`config.mk`:
```
export PLATFORM = sky130hd
export DESIGN_NAME = retinex_he_frame_ctrl
export DESIGN_NICKNAME = d
export VERILOG_FILES = /design/src/rtl/retinex_he_frame_ctrl.sv
export SDC_FILE = /design/constraint.sdc
export NUM_CORES = 1
export LEC_CHECK = 0
export BUFFER_PORTS_ARGS = -buffer_cell sky130_fd_sc_hd__buf_2
export CAP_MARGIN = 0
export CORE_MARGIN = 10
export CORE_UTILIZATION = 55
export DETAILED_ROUTE_END_ITERATION = 12
export HOLD_SLACK_MARGIN = 0.15
export PLACE_DENSITY = 0.78
export SLEW_MARGIN = 0
export SYNTH_ARGS = -nofsm -noshare
export SYNTH_HDL_FRONTEND = slang
export SYNTH_SLANG_ARGS = --single-unit
```
`constraint.sdc`:
```
create_clock -name clk -period 2.5 [get_ports clk]
set_clock_uncertainty 0.15 [all_clocks]
set_input_delay 0 -clock clk [delete_from_list [all_inputs] [get_ports clk]]
set_output_delay 0 -clock clk [all_outputs]
set_load 0.05 [all_outputs]
```
`src/rtl/retinex_he_frame_ctrl.sv`:
```
// Frame sequencer for the Retinex/HE luminance path: pixel position tracking,
// one-frame histogram gating, CDF/LUT build, LUT swap, histogram clear, output markers.
module retinex_he_frame_ctrl #(
    parameter int H_ACTIVE = 640,
    parameter int V_ACTIVE = 480,
    parameter int Y_LAT    = 3,
    parameter int PIPE_LAT = 8
) (
    input  logic       clk,
    input  logic       rst_n,
    input  logic       pixel_valid_in,
    input  logic       frame_start,
    output logic [9:0] x_cnt,
    output logic [9:0] y_cnt,
    output logic       hist_acc_en,
    output logic       cdf_en,
    output logic       clr_en,
    output logic [7:0] bin_addr,
    output logic       lut_swap,
    output logic       valid_out,
    output logic       sof_out,
    output logic       eof_out,
    output logic       busy,
    output logic       overrun
);

    typedef enum logic [2:0] {
        ST_CLEAR = 3'd0,
        ST_IDLE  = 3'd1,
        ST_ACCUM = 3'd2,
        ST_DRAIN = 3'd3,
        ST_CDF   = 3'd4,
        ST_SWAP  = 3'd5
    } state_t;

    localparam int         DW         = (Y_LAT > 1) ? $clog2(Y_LAT) : 1;
    localparam logic [9:0] X_LAST     = 10'(H_ACTIVE - 1);
    localparam logic [9:0] Y_LAST     = 10'(V_ACTIVE - 1);
    localparam logic [DW-1:0] DRAIN_LAST = DW'(Y_LAT - 1);

    state_t              state_r, state_nxt_s;
    logic [9:0]          x_r, y_r, x_nxt_s, y_nxt_s;
    logic [7:0]          bin_r, bin_nxt_s;
    logic [DW-1:0]       drain_r, drain_nxt_s;
    logic                accept_s, first_s, last_s, overrun_set_s;
    logic                overrun_r;
    logic [Y_LAT-1:0]    acc_dly_r;
    logic [PIPE_LAT-1:0] vld_dly_r, sof_dly_r, eof_dly_r;

    // A frame_start in IDLE with a pixel makes that pixel (0,0) of the new frame.
    assign accept_s      = pixel_valid_in &&
                           ((state_r == ST_ACCUM) || ((state_r == ST_IDLE) && frame_start));
    assign first_s       = accept_s && (x_r == 10'd0) && (y_r == 10'd0);
    assign last_s        = accept_s && (x_r == X_LAST) && (y_r == Y_LAST);
    assign overrun_set_s = (pixel_valid_in && !accept_s) ||
                           (frame_start && (state_r != ST_IDLE));

    // Next-state and counter update logic.
    always_comb begin
        state_nxt_s = state_r;
        x_nxt_s     = x_r;
        y_nxt_s     = y_r;
        bin_nxt_s   = bin_r;
        drain_nxt_s = drain_r;
        if (accept_s) begin
            if (x_r == X_LAST) begin
                x_nxt_s = 10'd0;
                y_nxt_s = (y_r == Y_LAST) ? 10'd0 : (y_r + 10'd1);
            end else begin
                x_nxt_s = x_r + 10'd1;
            end
        end else begin
            x_nxt_s = x_r;
        end
        case (state_r)
            ST_CLEAR: begin
                if (bin_r == 8'd255) begin
                    state_nxt_s = ST_IDLE;
                    bin_nxt_s   = 8'd0;
                end else begin
                    bin_nxt_s = bin_r + 8'd1;
                end
            end
            ST_IDLE: begin
                if (frame_start) begin
                    state_nxt_s = last_s ? ST_DRAIN : ST_ACCUM;
                end else begin
                    state_nxt_s = ST_IDLE;
                end
            end
            ST_ACCUM: begin
                if (last_s) begin
                    state_nxt_s = ST_DRAIN;
                end else begin
                    state_nxt_s = ST_ACCUM;
                end
            end
            ST_DRAIN: begin
                // Hold off the CDF sweep until the last histogram increment lands.
                if (drain_r == DRAIN_LAST) begin
                    state_nxt_s = ST_CDF;
                    drain_nxt_s = '0;
                end else begin
                    drain_nxt_s = drain_r + DW'(1);
                end
            end
            ST_CDF: begin
                if (bin_r == 8'd255) begin
                    state_nxt_s = ST_SWAP;
                    bin_nxt_s   = 8'd0;
                end else begin
                    bin_nxt_s = bin_r + 8'd1;
                end
            end
            ST_SWAP: begin
                state_nxt_s = ST_CLEAR;
            end
            default: begin
                state_nxt_s = ST_CLEAR;
                bin_nxt_s   = 8'd0;
            end
        endcase
    end

    // State, counters and sticky error flag.
    always_ff @(posedge clk or negedge rst_n) begin
        if (!rst_n) begin
            state_r   <= ST_CLEAR;
            x_r       <= 10'd0;
            y_r       <= 10'd0;
            bin_r     <= 8'd0;
            drain_r   <= '0;
            overrun_r <= 1'b0;
        end else begin
            state_r   <= state_nxt_s;
            x_r       <= x_nxt_s;
            y_r       <= y_nxt_s;
            bin_r     <= bin_nxt_s;
            drain_r   <= drain_nxt_s;
            overrun_r <= overrun_r | overrun_set_s;
        end
    end

    // Latency-matching delay lines for histogram enable and output markers.
    always_ff @(posedge clk or negedge rst_n) begin
        if (!rst_n) begin
            acc_dly_r <= '0;
            vld_dly_r <= '0;
            sof_dly_r <= '0;
            eof_dly_r <= '0;
        end else begin
            acc_dly_r[0] <= accept_s;
            vld_dly_r[0] <= pixel_valid_in;
            sof_dly_r[0] <= first_s;
            eof_dly_r[0] <= last_s;
            for (int i = 1; i < Y_LAT; i++) begin
                acc_dly_r[i] <= acc_dly_r[i-1];
            end
            for (int i = 1; i < PIPE_LAT; i++) begin
                vld_dly_r[i] <= vld_dly_r[i-1];
                sof_dly_r[i] <= sof_dly_r[i-1];
                eof_dly_r[i] <= eof_dly_r[i-1];
            end
        end
    end

    assign x_cnt       = x_r;
    assign y_cnt       = y_r;
    assign bin_addr    = bin_r;
    assign clr_en      = (state_r == ST_CLEAR);
    assign cdf_en      = (state_r == ST_CDF);
    assign lut_swap    = (state_r == ST_SWAP);
    assign busy        = (state_r != ST_IDLE);
    assign overrun     = overrun_r;
    assign hist_acc_en = acc_dly_r[Y_LAT-1];
    assign valid_out   = vld_dly_r[PIPE_LAT-1];
    assign sof_out     = sof_dly_r[PIPE_LAT-1];
    assign eof_out     = eof_dly_r[PIPE_LAT-1];

endmodule

```
==> impl_metrics.toml <==
[critical_path]
critPathTopFamily = "flip-flops"
worst-endpoint-required_ps = 2560
cp_slowest_cell = "dfrtp_1"
worstPathCellList = "nand3b_4 -> a21o_1 -> clkinv_1 -> buf_4 -> a31oi_1 -> a211oi_1"
endpoint_kind = "register"
register_to_register_path_depth = 6
startpoint_types = "register"
worst_r2r_startpoint = "state_r[1]$_DFFE_PN0P_"
setup.worst_path.start = "state_r[1]$_DFFE_PN0P_"
arrival_ps = 2230
worst-setup-path-type = "reg -> reg"
cpPeakStageDelay_ps = 560
worstSetupPathDepth = 6
crit_path_max_fanout = 12
crit_buf_inv = 2

[yosys]
postSynthCellCount = 222
synth-edff-count = 0
synth_largest_area_cell = "dfrtp_1"
synth_largest_type_area_fraction = 0.591
synth_register_bits = 61
synth.yosys.seq_area_share = 0.591
syn-mean-instance-area_um2 = 11.6
ys_dominant_reg_cell = "dfrtp_1"
synth_cell_types = 48
async_reset_ff_frac = 1.00
syn-num-nets = 231
mappedNetlistArea_um2 = 2580
synth.yosys.warnings = 0
netlist_top_cells_area = "dfrtp_1, nand3_1, ha_1, xnor2_1, nand2_1"

[finish]
drive_gt1_frac = 0.256
regArea_um2 = 1530
multi_input_logic_area_um2 = 978
diodes = 0
fill_cells = 352
net_count_reported_at_finish = 285
fin_area_um2 = 3080
utilization = 0.692
areaGrowthSynthToFinish_pct = 19.1

[timing]
setup_viols_final = 0
slew-limit-headroom = 0.636
final_min_period_over_clock_period = 0.868
final_hold_viol_count = 0
rsz_0062_raised_after_global_routing = "no"
fin_setup_tns_ps = 0
layout_min_cycle_time_ps = 2170
max_clock_freq_mhz = 461
max_slew_violation_count = 0
worst-slew-pin-transition_ps = 543

[pwr]
power.ir.vdd_worst_mv = 0.379
power_leakage_nw = 1.45
report.power.total_w = 0.00185
power_density_nw_per_um2 = 603

[clocking]
cts_inserted_buffers = 9
clk_path_buf_depth = 2
cts.sinks = 61
cts.hold.buffers_added = 5
worst_setup_hold_path_clk_slew_ps = 70
h-tree-depth = 3
cts.repair_timing.setup_buffer_count = 0
clk_latency_ps = 340
cts_resized = 0
cts_root_buf = "clkbuf_8"
cts_tree = "built"

[placed_design]
buffer_ports.inserted = 40
finalWeightedCongestion = 0.846
half_perimeter_wire_length_after_detailed_placement_um = 3900
post_dp_cell_area_um2 = 2840

[global_route]
vias_in_the_first_global_route = 1950
grt_antenna_before_repair = 0
globalRouteTotalUtil = 0.164
grt_pass1_wl_um = 9850
globalRouteOverflowTotal = 0
grt_max_degree = 27

[drt]
drt-initial-drc-count = 129
route.top_layer_used = "met4"
routed_wirelength_um = 5580
wl_met3_um = 479
number_of_remaining_drc_errors = 0
drt_first_pass_iters = 4
met2_wirelength_um = 2520
wl_per_cell_um = 16.7
via_per_inst = 5.72
drt.antenna.violating_nets = 0
met1Wirelength_um = 2490
detailroute.via_count = 1905

[status]
run_status = "completed"

[floorplanning]
chipHeight_um = 88.5
placement_rows = 24
core_area_um2 = 4440
die_w_um = 88.5
i_o_pin_count = 41
die-area_um2 = 7830
start_util = 0.581

[hold_path]
hold_class = "reg -> reg"
min-delay-start = "eof_dly_r[2]$_DFF_PN0_"
worstHoldPathCells = 0

[flow_run]
cap_violations = 0
placed cells by master (no fill, tap or decap), types with 3 or more instances in the layout:
| cell type | n |
|---|---|
| nand2b_1 | 3 |
| and2_1 | 3 |
| a211oi_1 | 3 |
| nor2_1 | 11 |
| nor3_1 | 4 |
| nand3_1 | 14 |
| a31oi_1 | 4 |
| buf_4 | 5 |
| clkbuf_8 | 10 |
| nand2_1 | 15 |
| o21a_1 | 3 |
| ha_1 | 5 |
| buf_2 | 40 |
| and4_1 | 3 |
| nor4_1 | 6 |
| o211ai_1 | 3 |
| xnor2_1 | 7 |
| clkinvlp_4 | 3 |
| o21ai_0 | 10 |
| mux2i_1 | 4 |
| nand4_1 | 7 |
| dlygate4sd3_1 | 4 |
| a21oi_1 | 5 |
| dfrtp_1 | 61 |
| inv_1 | 7 |
cell families (layout without fill, tap and decap cells):
logic type               count (synthesis)  in the layout  share of synthesized area
AND/OR/NAND/NOR                         86             86                      0.197
flip-flops                              61             61                      0.591
AO/OA/AOI/OAI                           40             40                      0.103
buffers and inverters                   15             74                     0.0296
XOR/XNOR                                 9              9                     0.0305
multiplexers                             6              6                     0.0242
adder cells (fa/ha/maj)                  5              5                     0.0242
registers in the layout (all words and copies together) (netlist names):
name	flops
x_cnt	10
y_cnt	10
bin_addr	8
eof_dly_r	8
sof_dly_r	8
vld_dly_r	8
acc_dly_r	3
state_r	3
drain_r	2
overrun	1
worst paths after layout:
path / endpoint / slack, ps
worst max-delay path: state_r[0]$_DFFE_PN0P_ / 330
worst min-delay path: eof_dly_r[3]$_DFF_PN0_ / 200
worst max register to register: state_r[0]$_DFFE_PN0P_ / 330
worst min register to register: eof_dly_r[3]$_DFF_PN0_ / 200
max in group asynchronous: y_cnt[8]$_DFFE_PN0P_ / 1350
min in group asynchronous: bin_addr[7]$_DFFE_PN0N_ / 580
power by group:
part	internal, W	total, W	switching, W
clock network	0.000386	0.000773	0.000387
logic	0.0000207	0.0000726	0.0000519
registers	0.000998	0.00101	0.00000965
cells in the mapped netlist (2+ instances only):
master / n
mux2_2: 2
buf_6: 2
a31oi_1: 4
dfrtp_1: 61
nand3_1: 14
nor4_1: 6
o31ai_1: 2
and2_1: 3
o21ai_0: 10
a21o_1: 2
ha_1: 5
nor3b_1: 2
nor3_1: 4
a22o_1: 2
nand2b_1: 3
nand3b_1: 2
or4_1: 2
o211ai_1: 3
or2_2: 2
a21oi_1: 5
o22ai_1: 2
inv_1: 7
a211oi_1: 3
and3_1: 2
nor2_1: 11
nor4b_1: 2
and4_1: 3
o21a_1: 3
xnor2_1: 7
nand4_1: 7
buf_2: 4
nand2_1: 15
mux2i_1: 4
xor2_1: 2
layout make-up:
cell class              count  share of cell area
well taps                  52              0.0212
repair buffers             50              0.0968
inverters                   8             0.00976
clock buffers              11              0.0460
clock inverters             5              0.0118
multi-input cells         146               0.318
flip-flops and latches     61               0.496
worst register-to-register path: stages (launching register included):
cell and delay, ps:
dfrtp_1 560, nand3b_4 230, a21o_1 300, clkinv_1 300, buf_4 250, a31oi_1 160
a211oi_1 80
stage by stage:
step | hold WS (ps) | setup WS (ps) | std cells
2_1_floorplan | -446 | 277 | 222
6_report | 196 | 329 | 333
3_3_place_gp | -99.9 | 442 | 312
5_1_grt | 196 | 143 | 333
3_5_place_dp | -92.6 | 352 | 312
4_1_cts | 183 | 340 | 333
per-layer routing:
metal	track usage	up-vias
li1	-	916
met1	0.211	903
met2	0.237	74
met3	0.0790	12
met4	0.0573	0
met5	0	-
Note: power is estimated with default switching activity, not from simulation.
